**src/rtl/ctrl_pipe.sv**
```systemverilog
// Control-word pipeline: STAGES registered stages fed from ID, with per-stage stall and flush.
// Optional feature: define CTRL_PIPE_AUTO_BUBBLE_EN to insert bubbles behind a stalled upstream.
module ctrl_pipe #(
    parameter int unsigned WIDTH  = 32,
    parameter int unsigned STAGES = 3
) (
    input  logic                        clk,
    input  logic                        rst,
    input  logic [WIDTH-1:0]            din,
    input  logic                        valid_in,
    input  logic                        stall_src,
    input  logic [STAGES-1:0]           stall,
    input  logic [STAGES-1:0]           flush,
    output logic [STAGES*WIDTH-1:0]     dout,
    output logic [STAGES-1:0]           valid_out,
    output logic [$clog2(STAGES+1)-1:0] inflight
);

    localparam int unsigned CntW = $clog2(STAGES + 1);

`ifdef CTRL_PIPE_AUTO_BUBBLE_EN
    localparam bit AutoBubble = 1'b1;
`else
    localparam bit AutoBubble = 1'b0;
`endif

    logic [WIDTH-1:0]  word_q   [STAGES];
    logic [WIDTH-1:0]  word_d   [STAGES];
    logic [STAGES-1:0] valid_q;
    logic [STAGES-1:0] valid_d;

    logic [WIDTH-1:0]  up_word  [STAGES];
    logic [STAGES-1:0] up_valid;
    logic [STAGES-1:0] up_stall;

    // Upstream view of every stage, taken from pre-edge register values.
    always_comb begin
        up_word[0]  = din;
        up_valid[0] = valid_in;
        up_stall[0] = stall_src;
        for (int k = 1; k < STAGES; k++) begin
            up_word[k]  = word_q[k-1];
            up_valid[k] = valid_q[k-1];
            up_stall[k] = stall[k-1];
        end
    end

    always_comb begin
        for (int k = 0; k < STAGES; k++) begin
            word_d[k]  = up_word[k];
            valid_d[k] = up_valid[k];
            if (flush[k]) begin
                word_d[k]  = '0;
                valid_d[k] = 1'b0;
            end else if (stall[k]) begin
                word_d[k]  = word_q[k];
                valid_d[k] = valid_q[k];
            end else if (up_stall[k] && AutoBubble) begin
                word_d[k]  = '0;
                valid_d[k] = 1'b0;
            end
        end
    end

    always_ff @(posedge clk or posedge rst) begin
        if (rst) begin
            for (int k = 0; k < STAGES; k++) begin
                word_q[k] <= '0;
            end
            valid_q <= '0;
        end else begin
            word_q  <= word_d;
            valid_q <= valid_d;
        end
    end

    always_comb begin
        for (int k = 0; k < STAGES; k++) begin
            dout[k*WIDTH +: WIDTH] = word_q[k];
        end
    end

    assign valid_out = valid_q;

    always_comb begin
        inflight = '0;
        for (int k = 0; k < STAGES; k++) begin
            inflight = inflight + CntW'(valid_q[k]);
        end
    end

endmodule

```
**config.mk**
```make
export PLATFORM = sky130hd
export DESIGN_NAME = ctrl_pipe
export DESIGN_NICKNAME = d
export VERILOG_FILES = /design/src/rtl/ctrl_pipe.sv
export SDC_FILE = /design/constraint.sdc
export NUM_CORES = 1
export LEC_CHECK = 0
export CAP_MARGIN = 20
export CORE_MARGIN = 3
export CORE_UTILIZATION = 40
export DETAILED_ROUTE_END_ITERATION = 12
export PLACE_DENSITY = 0.8
export SYNTH_ARGS = -nofsm -noshare
export SYNTH_HDL_FRONTEND = slang
export SYNTH_SLANG_ARGS = --single-unit
```
**constraint.sdc**
```tcl
create_clock -name clk -period 7 [get_ports clk]
set_input_delay 1.4 -clock clk [delete_from_list [all_inputs] [get_ports clk]]
set_output_delay 1.4 -clock clk [all_outputs]
set_load 0.05 [all_outputs]
```
==> metrics, run 1 <==
GP Congestion around 0.74; boundary pin count ~140; Antenna Nets Post-Route 0; GRT overflow 0; clock sink count 99; total number of vias 2860; clock tree buffer depth 2; XOR/XNOR share of the synthesized area 0%; met3 WL post-DR between 700 and 800 µm; CTS H-Tree Depth 3; Root Buffer clkbuf_8; maximum number of pins on one net before global-route repair 55; hold endpoint dout[69]; core area roughly 10000 µm²; met2 wire length 4690 µm; Worst Hold Class reg -> reg; Net Count, Synth 366; PD cells 206 nW/µm²; Synth Area in Adders 0.485%; mux contribution to synthesized area 24.0%; leakage power 2.73 nW; final setup TNS 0 ns; leading area contributor after synthesis dfrtp_1; fin crit period 3.58 ns; dpl cell area approximately 5500 µm²; Worst Skew 0.00956 ns; worst path arrival time 2.18 ns; CTS Buf Count 9; die area 11600 µm²; top cell type's share of synthesized area 60.0%; peak supply drop 0.107 mV; hold path cells 2; die width 108 µm; cells after synthesis 323; Die Span Y 108 µm; # hold bufs at CTS 0; worst r2r path cells 2; Synth Cell Area 4130 µm²; register area share after synthesis 60.0%; routed wire length around 9900 µm; Detailed Routing Iterations Pass 1 4; antenna violations before repair 0; routed length per placed instance 16.7 µm; Starting Density between 40% and 50%; synth-to-layout area growth 37.1%; setup bufs post-CTS 0; largest family of logic cells by synthesized area multiplexers; fmax 0.279 GHz; top routing layer used met4; CTS tree built; # port buffers 141; Slew headroom 28.4%; Filler cells 844; Setup crit end kind output port; Max-Cap Viols 0; Worst R2R Start valid_out[0]; compound-gate portion of the synthesized area 0%; kind of critical path reg -> out; post-layout util 57.1%; Post-Place Cells 577; layout cells sized above 1 around 5.2%; yosys warns 0; clock-pin slew on the worst setup and hold paths ~0.090 ns; RR Endpoint valid_out[1]; post-CTS sizing 0; final setup vio count 0; register area 2480 µm²; critical path required time between 5 and 6 ns; Synth Area in Simple Gates 9.01%; ant diodes 0; M1 wire length between 4000 and 5000 µm; number of synthesized register bits between 90 and 100; worst skew pair latency 0.35 ns; nets@finish 499; RSZ-0062 raised after global routing no; DRT iter0 DRCs 75; min-delay src dout[69]; startpoint type of the worst setup path register; library cells used by synthesis 9; r2r setup slk 6.19 ns; final hold viol count 0; Detail Placement HPWL 6620 µm; FP Rows 36; crit-path max FO 4; Final Instance Area 5660 µm²; Multi-input gate area between 1000 and 1500 µm²; Slew Limit Fails 0; fin crit share 51.2%; vias in the first global route about 3000; wire length of the first global-routing pass approximately 16000 µm; vias per cell 4.81; all-layer global routing usage 17.9%; syn_area_per_cell 12.8 µm²; top cells by area, synth dfrtp_1 (60%), mux2i_1 (24%), nor2_1 (9.0%), buf_12 (4.4%), clkbuf_1 (0.82%); outcome finished clean; worst-margin pin slew 1.07 ns; final non-filler cell total 594; final routed DRC violation total 0
-- cell usage after synthesis --
cell type  instances
buf_12             9
inv_1              1
dfrtp_1           99
clkbuf_2           3
mux2i_1           99
nor2_1            99
clkbuf_1           9
buf_6              3
fa_1               1
-- final cells by class --
cell class / instances / share of cell area (%)
inverter: 1 / 0.111
multi-input combinational: 199 / 24.4
clock buffer: 12 / 2.74
clock inverter: 4 / 0.442
sequential: 99 / 43.8
timing repair buffer: 146 / 25.6
tap: 133 / 2.94
-- worst max-delay path, stage by stage (launching register included) --
cell and delay, ns:
dfrtp_1 0.46, fa_1 0.55, clkdlybuf4s50_1 0.82
-- state kept, by name (all words and copies together) (netlist names) --
signal / flops
dout: 96
valid_out: 3
-- layer usage --
metal  track usage (%)  vias to the layer above
met5                 0                        -
met4              5.59                        0
met3              5.46                       10
met2              27.7                       98
met1              24.2                     1416
li1                  -                     1336
-- worst max path at each step --
stage | startpoint | endpoint | slack, ns | cells past startpoint
2_1_floorplan | rst | dout[0] | 3.01 | 1
3_3_place_gp | valid_out[0] | inflight[0] | 3.81 | 2
3_5_place_dp | valid_out[0] | inflight[0] | 3.80 | 2
4_1_cts | valid_out[0] | inflight[0] | 3.40 | 2
5_1_grt | valid_out[0] | inflight[0] | 3.35 | 2
6_report | valid_out[0] | inflight[0] | 3.42 | 2
-- power breakdown --
part	switching (W)	internal [W]
combinational	0.000138	0.0000815
sequential	0.0000166	0.000591
clock	0.000188	0.000148
total	0.000343	0.000821
-- layout by cell type, fill, tap and decap left out --
cell	Yosys	layout
buf_2	0	3
nor2_1	99	99
mux2i_1	99	99
clkinv_2	0	2
clkbuf_1	9	1
buf_4	0	4
fa_1	1	1
dfrtp_1	99	99
inv_4	0	1
clkdlybuf4s50_1	0	138
buf_12	9	1
clkinvlp_4	0	2
clkbuf_8	0	11
-- per-stage QoR --
stage               hold slack [ns]  worst slack [ns]  total power, W
floorplan                     0.831              3.01        0.000766
global placement              0.503              3.81        0.000836
detailed placement            0.514              3.80        0.000840
CTS                           0.534              3.40         0.00118
global route                  0.564              3.35         0.00122
finish                        0.527              3.42         0.00116
-- logic make-up (layout without fill, tap and decap cells) --
logic type,count (synthesis),count (layout)
muxes,99,99
adders and majority gates,1,1
and+or+nand+nor,99,99
buffers and inverters,25,163
DFF,99,99
No activity file was read; power rests on OpenSTA's default activity.
==> run 2, diff against run 1 <==
==> constraint.sdc (replaced) <==
create_clock -name clk -period 3.7 [get_ports clk]
set_input_delay 0.74 -clock clk [delete_from_list [all_inputs] [get_ports clk]]
set_output_delay 0.74 -clock clk [all_outputs]
set_load 0.05 [all_outputs]
==> metrics, run 2 (same netlist as run 1, synthesis figures left out) <==
met2 Use GR 28.2% (+0.44 points); fin crit period 2.91 ns; nets@finish 499 (unchanged); Clock power frac 31.7% (+2.8 points); die area 11600 µm² (unchanged); leakage power 2.76 nW (+0.94%); fin crit share slightly below 80%; crit-path max FO 4 (unchanged); worst setup path start valid_out[0]; ant diodes 0 (unchanged); critical path required time 2.96 ns (-2.64 ns); Setup crit end kind output port; RSZ-0062 raised after global routing no; CP max-delay cell clkdlybuf4s50_1; Starting Density 41.6% (unchanged); worst-margin pin slew 1.12 ns (+0.0430 ns); Worst Hold Class reg -> reg; vias in the first global route 3023 (-0.53%); clock tree buffer depth 2 (unchanged); r2r setup slk 2.93 ns (-3.26 ns); final hold viol count 0 (unchanged); outcome finished clean; GP Congestion 0.749 (+1.4%); maximum number of pins on one net before global-route repair 53 (-3.6%); fmax between 0.3 and 0.4 GHz; synth-to-layout area growth 38.2%; CTS tree built; clock sink count 99 (unchanged); total number of vias 2891 (+1.1%); Flop pwr share 50.2% (-2.1 points); final setup TNS 0 ns (unchanged); hold endpoint dout[73]; CTS Buf Count 9 (unchanged); routed wire length 9970 µm (+0.42%); PD cells 402 nW/µm² (+96%); critical path cell sequence fa_1, clkdlybuf4s50_1; kind of critical path reg -> out; boundary pin count 143 (unchanged); Final Instance Area 5700 µm² (+0.80%); post-CTS sizing 0 (unchanged); final setup vio count 0 (unchanged); Internal 0.00163 W (+98%); combinational fraction of design power 18.2% (-0.6 points); core area 9910 µm² (unchanged); startpoint type of the worst setup path register; dpl cell area 5470 µm² (+0.23%); post-layout util 57.6% (+0.45 points); Detail Placement HPWL 6570 µm (-0.79%); Sw Ratio 29.1% (-0.40 points); Post-Place Cells 577 (unchanged); RR Endpoint dout[28]; Net Sw Power 0.000666 W (+95%); antenna violations before repair 0 (unchanged); CTS H-Tree Depth 3 (unchanged); Detailed Routing Iterations Pass 1 4 (unchanged); wire length of the first global-routing pass 16000 µm (+0.30%); FP Rows 36 (unchanged); all-layer global routing usage 17.8% (-0.067 points); met3 Usage GRT 6.78% (+1.3 points); worst path arrival time 2.17 ns (about the same); Multi-input gate area 1380 µm² (unchanged); peak supply drop 0.222 mV (+110%); Worst Skew 0.0127 ns (+0.00315 ns); min-delay src dout[73]; Root Buffer clkbuf_8; routed length per placed instance 16.8 µm (+0.42%); Worst R2R Start dout[28]; # port buffers 141 (unchanged); met1 usage 23.5% (-0.64 points); die width 108 µm (unchanged); # hold bufs at CTS 0 (unchanged); register area 2480 µm² (unchanged); final routed DRC violation total 0 (unchanged); worst r2r path cells 2 (unchanged); setup bufs post-CTS 0 (unchanged); worst skew pair latency 0.35 ns (about the same); Filler cells 847 (+0.36%); vias per cell 4.87 (+1.1%); DRT iter0 DRCs 67 (-11%); GR peak layer met2; Critical Path Max Stage Delay 0.84 ns (+0.02 ns); final non-filler cell total 594 (unchanged); commonest non-fill, non-tap cells in the layout clkdlybuf4s50_1 (138), mux2i_1 (99), nor2_1 (99), dfrtp_1 (99), clkbuf_8 (11); hold path cells 2 (unchanged); layout cells sized above 1 5.42% (+0.22 points); Max-Cap Viols 0 (unchanged); GRT overflow 0 (unchanged); Die Span Y 108 µm (unchanged); Slew Limit Fails 0 (unchanged); Slew headroom 25.5% (-2.9 points); most common cell after layout, fill and taps aside clkdlybuf4s50_1; max reg flops 96 (unchanged); clock-pin slew on the worst setup and hold paths 0.09 ns (about the same); Antenna Nets Post-Route 0 (unchanged)
-- run 2: worst max path at each step --
stage	to	cells after the start
after global placement	inflight[0]	2
after floorplan	dout[0]	1
after detailed placement	inflight[0]	2
after CTS	inflight[0]	2
after global routing	inflight[0]	2
final	inflight[0]	2
-- run 2: metrics by stage --
| stage | hold slack, ns | setup WS (ns) | total power (W) |
|---|---|---|---|
| 4_1_cts | 0.535 | 0.756 | 0.00232 |
| 3_3_place_gp | 0.503 | 1.18 | 0.00158 |
| 6_report | 0.529 | 0.789 | 0.00229 |
| 2_1_floorplan | 0.831 | 0.370 | 0.00145 |
| 3_5_place_dp | 0.519 | 1.16 | 0.00159 |
| 5_1_grt | 0.572 | 0.699 | 0.00239 |
-- run 2: power by group through the flow --
stage	clock network (W)	logic [W]	registers, W
6_report	0.000726	0.000417	0.00115
5_1_grt	0.000797	0.000441	0.00116
4_1_cts	0.000750	0.000421	0.00115
3_5_place_dp	0	0.000420	0.00117
3_3_place_gp	0	0.000414	0.00117
2_1_floorplan	0	0.000149	0.00130
-- run 2: final cells by class --
class,count,area share [%]
multi-input combinational,199,24.2
clock inverter,5,1.07
sequential,99,43.4
clock buffer,11,2.65
timing repair buffer,146,25.6
inverter,1,0.110
tap,133,2.92
-- run 2: critical path, delay by kind of cell, from the launching register on --
family	cells	cell delay, ns
flops	1	0.44
buf+inv	1	0.84
fa+ha+maj	1	0.55
-- run 2: layer usage --
metal,up-vias,wire [µm]
met3,8,787
met1,1456,4400
met2,94,4690
met4,0,90
li1,1333,-
met5,-,0
==> run 3, diff against run 2 <==
--- a/config.mk
+++ b/config.mk
@@ -9,7 +9,7 @@
 export CORE_MARGIN = 3
 export CORE_UTILIZATION = 40
 export DETAILED_ROUTE_END_ITERATION = 12
-export PLACE_DENSITY = 0.8
+export PLACE_DENSITY = 0.83
 export SYNTH_ARGS = -nofsm -noshare
 export SYNTH_HDL_FRONTEND = slang
 export SYNTH_SLANG_ARGS = --single-unit
==> constraint.sdc (replaced) <==
create_clock -name clk -period 2.41 [get_ports clk]
set_input_delay 0.482 -clock clk [delete_from_list [all_inputs] [get_ports clk]]
set_output_delay 0.482 -clock clk [all_outputs]
set_load 0.05 [all_outputs]
==> metrics, run 3 (same netlist as run 1, synthesis figures left out) <==
outcome finished clean; Power, Total 0.00348 W (+52%); Setup crit end kind output port; fin crit share between 90% and 100%; Detailed Routing Iterations Pass 1 4 (unchanged); boundary pin count 143 (unchanged); synth-to-layout area growth 38.4%; antenna violations before repair 0 (unchanged); most common cell after layout, fill and taps aside clkdlybuf4s50_1; critical path cell sequence fa_1, dlygate4sd2_1; Internal 0.00247 W (+52%); PD cells 609 nW/µm² (+51%); Clock power frac 30.8% (-0.9 points); die width 108 µm (unchanged); Net Sw Power 0.00101 W (+52%); Starting Density 41.6% (unchanged); routed length per placed instance 16.6 µm (-0.79%); startpoint type of the worst setup path register; Multi-input gate area 1380 µm² (unchanged); DRT iter0 DRCs 80 (+19%); Root Buffer clkbuf_8; Post-Place Cells 581 (+0.69%); RSZ-0062 raised after global routing no; r2r setup slk 1.62 ns (-1.31 ns); Detail Placement HPWL 6790 µm (+3.4%); clock-pin slew on the worst setup and hold paths 0.09 ns (about the same); all-layer global routing usage 17.8% (about the same); max reg flops 96 (unchanged); critical path required time 1.93 ns (-1.03 ns); hold endpoint dout[64]; total number of vias 2897 (+0.21%); hold path cells 2 (unchanged); Buffers & Inverters on Critical Path 1 (unchanged); final setup TNS 0 ns (unchanged); worst r2r path cells 2 (unchanged); kind of critical path reg -> out; combinational fraction of design power 18.4% (+0.2 points); peak supply drop 0.265 mV (+19%); Sw Ratio 29.1% (+0.034 points); RR Endpoint valid_out[2]; Worst Skew 0.0109 ns (-0.00184 ns); setup bufs post-CTS 0 (unchanged); register area 2480 µm² (unchanged); worst path arrival time 1.69 ns (-0.48 ns); CTS H-Tree Depth 3 (unchanged); vias per cell 4.85 (-0.30%); fmax 0.460 GHz; CP max-delay cell dfrtp_1; GP Congestion 0.787 (+5.0%); final routed DRC violation total 0 (unchanged); leakage power 2.77 nW (+0.48%); worst skew pair latency 0.35 ns (about the same); routed wire length 9940 µm (-0.29%); CTS tree built; maximum number of pins on one net before global-route repair 100 (+89%); Filler cells 837 (-1.2%); Worst R2R Start valid_out[1]; # port buffers 141 (unchanged); min-delay src dout[64]; core area 9910 µm² (unchanged); worst-margin pin slew 0.617 ns (-0.500 ns); ant diodes 0 (unchanged); Antenna Nets Post-Route 0 (unchanged); clock tree buffer depth 2 (unchanged); nets@finish 502 (+0.60%); Slew headroom 58.9% (+33 points); clock sink count 99 (unchanged); crit-path max FO 4 (unchanged); Max-Cap Viols 0 (unchanged); Worst Hold Class reg -> reg; FP Rows 36 (unchanged); wire length of the first global-routing pass 16200 µm (+1.2%); fin crit period 2.17 ns; final setup vio count 0 (unchanged); CTS Buf Count 9 (unchanged); GRT overflow 0 (unchanged); Die Span Y 108 µm (unchanged); final non-filler cell total 597 (+0.51%); final hold viol count 0 (unchanged); Slew Limit Fails 0 (unchanged); critical path's top delay family flip-flops; vias in the first global route 3185 (+5.4%); Fin Hold WS 0.529 ns (-0.000436 ns); post-layout util 57.6% (+0.076 points); layout cells sized above 1 6.25% (+0.83 points); Critical Path Max Stage Delay 0.46 ns (-0.38 ns); commonest non-fill, non-tap cells in the layout clkdlybuf4s50_1 (136), mux2i_1 (99), nor2_1 (99), dfrtp_1 (99), clkbuf_8 (10); die area 11600 µm² (unchanged); Flop pwr share 50.8% (+0.6 points)
run 3: cell types whose count changed in the layout (fill, tap and decap cells not counted), sizes merged:
cell / change
buf: +4
clkdlybuf4s50: -2
clkbuf: -1
clkinvlp: +1
dlygate4sd2: +1
run 3: how the worst max path moves through the flow:
stage	startpoint	endpoint	slack, ns	depth (start not counted)
floorplan	valid_out[0]	inflight[0]	0.43	1
global placement	valid_out[0]	inflight[1]	0.36	2
detailed placement	valid_out[0]	inflight[1]	0.33	2
CTS	valid_out[0]	inflight[1]	0.21	2
global route	valid_out[0]	valid_out[0]	0.19	1
finish	valid_out[0]	inflight[1]	0.24	2
run 3: power groups by stage:
| stage | registers [W] | clock network, W | logic (W) |
|---|---|---|---|
| after floorplan | 0.00200 | 0 | 0.000229 |
| after global placement | 0.00180 | 0 | 0.000636 |
| after detailed placement | 0.00180 | 0 | 0.000645 |
| after CTS | 0.00177 | 0.00110 | 0.000647 |
| after global routing | 0.00178 | 0.00116 | 0.000678 |
| final | 0.00177 | 0.00107 | 0.000640 |
run 3: per-layer routing:
metal  track usage [%]  up-vias  wire length, µm
met5                 0        -                0
met4              5.68        0              121
met3              4.14       12              564
met2              30.8       92             5040
met1              22.1     1462             4220
li1                  -     1331                -
run 3: tightest hold or removal path: cells and delay by family (launching register included):
kind          cells  cell delay, ns
flops             1            0.35
mux               1            0.07
simple gates      1            0.08
run 3: cell type report:
| class | count | share of cell area [%] |
|---|---|---|
| Tap cell | 133 | 2.91 |
| Clock inverter | 6 | 1.10 |
| Sequential cell | 99 | 43.4 |
| Inverter | 1 | 0.131 |
| Clock buffer | 10 | 2.41 |
| Multi-Input combinational cell | 199 | 24.2 |
| Timing Repair Buffer | 149 | 25.9 |
run 3: what timing repair did:
action                                  CTS  global route
gates resized for setup                   1             0
endpoints found under the setup margin    1             0
hold buffers                              0             0
run 3: metrics by stage:
stage / cell area, µm² / setup slack [ns]
4_1_cts: 5710 / 0.213
2_1_floorplan: 4130 / 0.432
6_report: 5710 / 0.238
5_1_grt: 5710 / 0.189
3_3_place_gp: 5510 / 0.361
3_5_place_dp: 5510 / 0.329
